$ cat src/rtl/capture_pkg.sv
// Shared types and constants for the capture/dump path.
package capture_pkg;

  typedef enum logic [2:0] {
    IDLE,
    RD,
    LAT,
    SEND,
    WAIT_TX,
    FIN
  } dump_state_t;

  localparam logic [5:0] DUMP_HDR_TAG  = 6'b101010;
  localparam int         DEFAULT_DEPTH = 512;

endpackage

$ cat src/rtl/dump_addr_gen.sv
// Trace read-address generator: latches the oldest-sample address, counts
// samples and flags the final one; addresses wrap modulo DEPTH.
module dump_addr_gen
  import capture_pkg::*;
#(
  parameter int DEPTH = DEFAULT_DEPTH,
  parameter int AW    = 9
) (
  input  logic          clk,
  input  logic          rst_n,
  input  logic          start,
  input  logic [AW-1:0] trace_end,
  input  logic          advance,
  output logic [AW-1:0] raddr,
  output logic          last
);

  localparam logic [AW:0] LAST_CNT = (AW+1)'(DEPTH - 1);

  logic [AW-1:0] start_q, start_d;
  logic [AW:0]   cnt_q, cnt_d;

  always_comb begin
    start_d = start_q;
    cnt_d   = cnt_q;
    if (start) begin
      start_d = trace_end;
      cnt_d   = '0;
    end else if (advance) begin
      cnt_d = cnt_q + (AW+1)'(1);
    end
  end

  always_ff @(posedge clk) begin
    if (rst_n) begin
      start_q <= '0;
      cnt_q   <= '0;
    end else begin
      start_q <= start_d;
      cnt_q   <= cnt_d;
    end
  end

  // AW-bit sum drops the carry, which is exactly the modulo-DEPTH wrap.
  assign raddr = start_q + cnt_q[AW-1:0];
  assign last  = (cnt_q == LAST_CNT);

endmodule

$ cat src/rtl/channel_dump.sv
// Streams one channel's captured trace from sample RAM to the UART, oldest first.
// Define CHANNEL_DUMP_HDR_EN to prefix each dump with a {tag, channel} header byte.
module channel_dump
  import capture_pkg::*;
#(
  parameter int DEPTH  = DEFAULT_DEPTH,
  parameter int AW     = 9,
  parameter int RD_LAT = 1
) (
  input  logic          clk,
  input  logic          rst_n,
  input  logic          dump,
  input  logic [1:0]    ch_sel,
  input  logic [AW-1:0] trace_end,
  input  logic [7:0]    rdata,
  input  logic          tx_done,
  output logic [AW-1:0] raddr,
  output logic          ren,
  output logic [1:0]    ch_ram_sel,
  output logic [7:0]    tx_data,
  output logic          trmt,
  output logic          busy,
  output logic          dump_fin
);

  dump_state_t state_q, state_d;
  logic [1:0]  lat_q, lat_d;
  logic [1:0]  sel_q, sel_d;
  logic [7:0]  tx_data_q, tx_data_d;
  logic        ren_q, ren_d;
  logic        trmt_q, trmt_d;
  logic        busy_q, busy_d;
  logic        fin_q, fin_d;
  logic        start, advance, last, hdr_pend;

`ifdef CHANNEL_DUMP_HDR_EN
  logic hdr_q, hdr_d;
  assign hdr_pend = hdr_q;
`else
  assign hdr_pend = 1'b0;
`endif

  assign start   = (state_q == IDLE) && dump;
  assign advance = (state_q == WAIT_TX) && tx_done && !last && !hdr_pend;

  dump_addr_gen #(
    .DEPTH (DEPTH),
    .AW    (AW)
  ) u_addr_gen (
    .clk       (clk),
    .rst_n     (rst_n),
    .start     (start),
    .trace_end (trace_end),
    .advance   (advance),
    .raddr     (raddr),
    .last      (last)
  );

  always_comb begin
    state_d   = state_q;
    lat_d     = lat_q;
    sel_d     = sel_q;
    tx_data_d = tx_data_q;
    busy_d    = busy_q;
    ren_d     = 1'b0;
    trmt_d    = 1'b0;
    fin_d     = 1'b0;
`ifdef CHANNEL_DUMP_HDR_EN
    hdr_d     = hdr_q;
`endif
    case (state_q)
      IDLE: begin
        if (dump) begin
          sel_d  = (ch_sel == 2'd3) ? 2'd0 : ch_sel;
          busy_d = 1'b1;
`ifdef CHANNEL_DUMP_HDR_EN
          hdr_d     = 1'b1;
          tx_data_d = {DUMP_HDR_TAG, sel_d};
          trmt_d    = 1'b1;
          state_d   = SEND;
`else
          ren_d   = 1'b1;
          state_d = RD;
`endif
        end
      end
      RD: begin
        lat_d   = 2'd1;
        state_d = LAT;
      end
      // lat_q counts clocks since ren; rdata is valid when it reaches RD_LAT.
      LAT: begin
        if (lat_q == 2'(RD_LAT)) begin
          tx_data_d = rdata;
          trmt_d    = 1'b1;
          state_d   = SEND;
        end else begin
          lat_d = lat_q + 2'd1;
        end
      end
      SEND: state_d = WAIT_TX;
      WAIT_TX: begin
        if (tx_done) begin
          if (hdr_pend || !last) begin
            ren_d   = 1'b1;
            state_d = RD;
          end else begin
            fin_d   = 1'b1;
            state_d = FIN;
          end
`ifdef CHANNEL_DUMP_HDR_EN
          hdr_d = 1'b0;
`endif
        end
      end
      FIN: begin
        busy_d  = 1'b0;
        state_d = IDLE;
      end
      default: state_d = IDLE;
    endcase
  end

  always_ff @(posedge clk) begin
    if (rst_n) begin
      state_q   <= IDLE;
      lat_q     <= '0;
      sel_q     <= '0;
      tx_data_q <= '0;
      ren_q     <= 1'b0;
      trmt_q    <= 1'b0;
      busy_q    <= 1'b0;
      fin_q     <= 1'b0;
`ifdef CHANNEL_DUMP_HDR_EN
      hdr_q     <= 1'b0;
`endif
    end else begin
      state_q   <= state_d;
      lat_q     <= lat_d;
      sel_q     <= sel_d;
      tx_data_q <= tx_data_d;
      ren_q     <= ren_d;
      trmt_q    <= trmt_d;
      busy_q    <= busy_d;
      fin_q     <= fin_d;
`ifdef CHANNEL_DUMP_HDR_EN
      hdr_q     <= hdr_d;
`endif
    end
  end

  assign ren        = ren_q;
  assign ch_ram_sel = sel_q;
  assign tx_data    = tx_data_q;
  assign trmt       = trmt_q;
  assign busy       = busy_q;
  assign dump_fin   = fin_q;

endmodule

$ cat config.mk
export PLATFORM = sky130hd
export DESIGN_NAME = channel_dump
export DESIGN_NICKNAME = d
export VERILOG_FILES = /design/src/rtl/capture_pkg.sv /design/src/rtl/dump_addr_gen.sv /design/src/rtl/channel_dump.sv
export SDC_FILE = /design/constraint.sdc
export NUM_CORES = 1
export LEC_CHECK = 0
export ABC_AREA = 0
export CAP_MARGIN = 20
export CORE_MARGIN = 2
export CORE_UTILIZATION = 51
export CTS_BUF_LIST = sky130_fd_sc_hd__clkbuf_8
export CTS_CLUSTER_DIAMETER = 80
export CTS_CLUSTER_SIZE = 16
export DETAILED_ROUTE_END_ITERATION = 10
export PLACE_DENSITY_LB_ADDON = 0.12
export SLEW_MARGIN = 20
export SYNTH_ARGS = -nofsm -noshare
export SYNTH_HDL_FRONTEND = slang
export SYNTH_SLANG_ARGS = --single-unit
$ cat constraint.sdc
create_clock -name clk -period 3.25 [get_ports clk]
set_clock_uncertainty 0.05 [all_clocks]
set_input_delay 0.975 -clock clk [delete_from_list [all_inputs] [get_ports clk]]
set_output_delay 0.975 -clock clk [all_outputs]
set_load 0.01 [all_outputs]
Word-level counts from Yosys, hierarchy flattened

Index checks and enable logic that the tools add are counted.

Flip-flop bits (word level): 38
Output and inout port bits: 23

$add $sub $neg: 3
Eq/ne operators: 12
Muxes and demuxes: 16
Bitwise operators: 3
Reduce and logical (&&, ||, !) cells: 15

Operators by type and width:

| kind                                                  | number |
|---|---|
| case mux 3 bit (5 select lines)                       | 1 |
| 2-to-1 mux 3 bit                                      | 4 |
| adder 10 x 1 -> 10 bit (second input constant)        | 1 |
| equality test 10 x 9 -> 1 bit (second input constant) | 1 |
| adder 9 bit                                           | 1 |
| inequality test 2 bit (second input constant)         | 4 |
| AND reduction 2 bit                                   | 4 |
| equality test 3 x 2 -> 1 bit (second input constant)  | 2 |
| equality test 3 bit (second input constant)           | 2 |
| 2-to-1 mux 1 bit                                      | 6 |
| 2-to-1 mux 2 bit                                      | 2 |
| case mux 1 bit (2 select lines)                       | 2 |
| case mux 2 bit (2 select lines)                       | 1 |
| nonzero test 2 bit                                    | 2 |
| OR reduction 2 bit                                    | 2 |
| equality test 3 x 1 -> 1 bit (second input constant)  | 1 |
| logical AND 1 bit                                     | 3 |
| zero test 3 bit                                       | 1 |
| NOT 1 bit                                             | 3 |
| AND reduction 3 bit                                   | 1 |
| OR reduction 3 bit                                    | 1 |
| adder 2 x 1 -> 2 bit (second input constant)          | 1 |
| equality test 2 x 1 -> 1 bit (second input constant)  | 1 |
| equality test 2 bit (second input constant)           | 1 |
| zero test 1 bit                                       | 1 |

Depth between registers and ports, before layout

Depth in word-level cells: 4
Gate-level depth with buffers: 6
Mapped depth without buffers: 6

Cells and area by module

A second synthesis with hierarchy kept.

Cell total of the unflattened synthesis: 214
Area total of the unflattened synthesis: 1,944.4 um2

Modules (own cells, without submodules):

| module        | times used | cells each | area an instance (um2) |
|---|---|---|---|
| dump_addr_gen | 1          | 121        | 1,118.6 |
| channel_dump  | 1          | 93         | 825.8 |

Worst setup path after synthesis

No wires, ideal clock.

Path type: reg-to-output
Start point: reg u_addr_gen.cnt_q[0]
End point: out raddr[8]
Arrival time: 2,130 ps
Required time: 2,225 ps
Slack: 95 ps
Cell stages (with the launch flop): 7
Cell sequence: dfxtp_1 -> ha_1 -> fa_1 -> a21o_1 -> a2111oi_0 -> a21oi_1 -> xnor2_1

Longest elaborated chain between the ends: 1

Ends and longest elaborated chain:

| what                   | RTL line            | text |
|---|---|---|
| start, declared        | dump_addr_gen.sv:21 | `logic [AW:0] cnt_q, cnt_d;` |
| start signal, assigned | dump_addr_gen.sv:40 | `cnt_q <= cnt_d;` |
| adder 9 bit            | dump_addr_gen.sv:45 | `assign raddr = start_q + cnt_q[AW-1:0];` |
| end, declared          | channel_dump.sv:17  | `output logic [AW-1:0] raddr,` |

Every way passes these cells.

Worst setup path after layout

Same ends and word-level chain as after synthesis.

==> results.toml <==
[worst_setup_path]
path_max_fanout = 2
critical_path_required_ns = 2.22
crit_start = "u_addr_gen.cnt_q[0]$_SDFFE_PP0P_"
worstSetupStartpointType = "flop"
cp-endpoint = "raddr[8]"
regToRegSetupSlack_ns = 1.36
setup.worst_path.class = "flop to primary output"
end_kind = "primary output"
r2r_end = "u_addr_gen.cnt_q[9]$_SDFFE_PP0P_"
crit_arrival_ns = 2.17
r2r-start = "state_q[2]$_SDFFE_PP0P_"
reg2reg_depth = 5

[synth]
ys_warn_count = 0
ys_async_sr_fraction = 0
synth_ff_type = "dfxtp_1"
synth-seq-area-share = 0.400
syn_inst = 225
synth_edf_count = 0
synth_fp_nets = 259
syn_area_per_cell_um2 = 8.45
yosysUniqueCellTypes = 45
synthesis.area_um2 = 1900
ys_seq_elements = 38

[placement]
post-place-ws_ns = -0.183
io_buffers = 45
dp_hpwl_um = 2990
place_congestion = 0.814
placedInstanceArea_um2 = 2480

[floorplanning]
rows = 22
die_height_um = 65.1
dieArea_um2 = 4230
io_pins = 46
initial_core_util = 0.523
core_area_um2 = 3630
die_w_um = 65.1

[global_route]
grt_pass1_wl_um = 7280
track_usage = 0.219
grt_max_degree = 30
gr-total-overflow = 0
grt_antenna_before_repair = 0
grt_pass1_vias = 1662

[drt]
via_per_inst = 5.27
drc = 0
wire_per_inst_um = 13.1
drt_iter0_markers = 85
drt_wl_total_um = 4340
num_vias = 1746
dr.pass1.iters = 4
postRouteAntennaNets = 0

[min_path]
hold_class = "flop to flop"

[layout]
syn2layout_area_growth_pct = 39.5
layout.nets = 316
diodes = 0
final_area_um2 = 2650
final_cell_mix = "nand2_1, clkdlybuf4s50_1, dfxtp_1"
fillers = 310
drive_gt1_frac = 0.134
final_common_cell = "nand2_1"

[clock_tree]
clk_latency_ns = 0.29
cts_tree = "built"
clock_path_buffers = 2
path_clk_slew_ns = 0.08
cts_made_buffers = 5
cts_setup_buffers = 0
root_buffer = "clkbuf_8"
cts_max_level = 2
clock_sinks = 38

[status]
status = "finished, final reports clean"

[power]
p_leak_nw = 1.08
peakVddDrop_v = 0.000347
p_per_area_nw_per_um2 = 443

[sta]
slew_headroom = 0.452
rsz0062_at_grt = "true"
finalCritPeriodShare = 0.984
drv_slew = 0
worst_slew_pin_slew_ns = 0.821
hold_viol = 0
setup_viol = 0
fmax_mhz = 313
worst_slack_ns = 0.0514
fin_crit_ns = 3.20
hold_slack_ns = 0.402

[run]
drv_cap = 0
==> stage by stage <==
step	cells	setup TNS, ns	total power (W)	util
2_1_floorplan	225	0	0.000619	-
3_3_place_gp	323	-0.272	0.000700	0.683
3_5_place_dp	323	-0.241	0.000705	0.683
4_1_cts	331	0	0.00119	0.723
5_1_grt	331	-0.0450	0.00123	0.730
6_report	331	0	0.00118	0.730
==> cell type report <==
cell class | instances | area, µm² | share of cell area
Multi-Input combinational cell | 172 | 1120 | 0.422
Sequential cell | 38 | 763 | 0.288
Timing Repair Buffer | 60 | 553 | 0.208
Clock buffer | 5 | 68.8 | 0.0259
Clock inverter | 3 | 68.8 | 0.0259
Tap cell | 48 | 60.1 | 0.0226
Inverter | 5 | 18.8 | 0.00707
==> logic make-up (layout without fill, tap and decap cells) <==
logic type      Yosys count  in the layout  share of synthesized area
fa+ha+maj                11             11                     0.0763
flops                    38             38                      0.400
buf+inv                  15             73                     0.0355
simple gates             92             92                      0.248
xor+xnor                 11             11                     0.0507
mux                       2              2                     0.0105
compound gates           56             56                      0.179
==> cells in the mapped netlist (2+ instances only) <==
| cell | number | share of area |
|---|---|---|
| mux2i_1 | 2 | 0.011 |
| and3_1 | 3 | 0.0099 |
| o21ai_0 | 5 | 0.013 |
| and4_1 | 2 | 0.0092 |
| ha_1 | 10 | 0.066 |
| nand2b_1 | 2 | 0.0066 |
| a31oi_1 | 2 | 0.0066 |
| or3_1 | 3 | 0.0099 |
| inv_1 | 5 | 0.0099 |
| xor2_1 | 4 | 0.018 |
| xnor2_1 | 7 | 0.032 |
| clkbuf_1 | 8 | 0.016 |
| or4_1 | 2 | 0.0079 |
| nor2_1 | 11 | 0.022 |
| and2_1 | 2 | 0.0066 |
| o211ai_1 | 3 | 0.012 |
| nor3_1 | 4 | 0.011 |
| or2_2 | 2 | 0.0066 |
| dfxtp_1 | 38 | 0.40 |
| o31ai_1 | 3 | 0.012 |
| o21a_1 | 2 | 0.0079 |
| nand2_1 | 43 | 0.085 |
| a2bb2oi_1 | 2 | 0.0092 |
| nand3_1 | 5 | 0.013 |
| a21oi_1 | 31 | 0.082 |
| nand3b_1 | 5 | 0.020 |
==> power by group <==
group | internal (W) | switching [W]
clock network | 0.000308 | 0.000177
logic | 0.0000962 | 0.0000853
registers | 0.000488 | 0.0000220
==> registers in the layout, indices dropped and copies added, names as in the netlist <==
name and count:
u_addr_gen.start_q 9, tx_data 8, ren 1, lat_q 2, busy 1, state_q 3
u_addr_gen.cnt_q 10, ch_ram_sel 2, trmt 1, dump_fin 1
==> routing by layer <==
metal | up-vias | wire length, µm | global-route usage
li1 | 908 | - | -
met1 | 793 | 1930 | 0.262
met2 | 41 | 2160 | 0.385
met3 | 4 | 210 | 0.0608
met4 | 0 | 34 | 0.0599
met5 | - | 0 | 0
==> worst max-delay path, cell delays in order (launching register included) <==
cell and delay, ns:
dfxtp_2 0.34, ha_4 0.17, fa_2 0.34, a21o_1 0.23
a2111oi_4 0.31, buf_4 0.17, a21oi_2 0.05, xnor2_1 0.13
buf_2 0.15
==> worst min-delay path by stage <==
stage / start / to / slack, ns / cells after the start
floorplan: u_addr_gen.start_q[0]$_SDFFE_PP0P_ / u_addr_gen.start_q[0]$_SDFFE_PP0P_ / 0.39 / 2
global placement: tx_data[1]$_SDFFE_PP0P_ / tx_data[1]$_SDFFE_PP0P_ / 0.39 / 2
detailed placement: ch_ram_sel[0]$_SDFFE_PP0P_ / ch_ram_sel[0]$_SDFFE_PP0P_ / 0.40 / 2
CTS: ch_ram_sel[0]$_SDFFE_PP0P_ / ch_ram_sel[0]$_SDFFE_PP0P_ / 0.41 / 2
global route: tx_data[0]$_SDFFE_PP0P_ / tx_data[0]$_SDFFE_PP0P_ / 0.42 / 2
finish: ch_ram_sel[0]$_SDFFE_PP0P_ / ch_ram_sel[0]$_SDFFE_PP0P_ / 0.40 / 2
==> timing repair <==
item                       4_1_cts  5_1_grt
hold buffers                     0        0
pin swaps                        1        3
setup endpoints to repair        5        3
gates resized for setup         13        7
No activity file was read; power rests on OpenSTA's default activity.
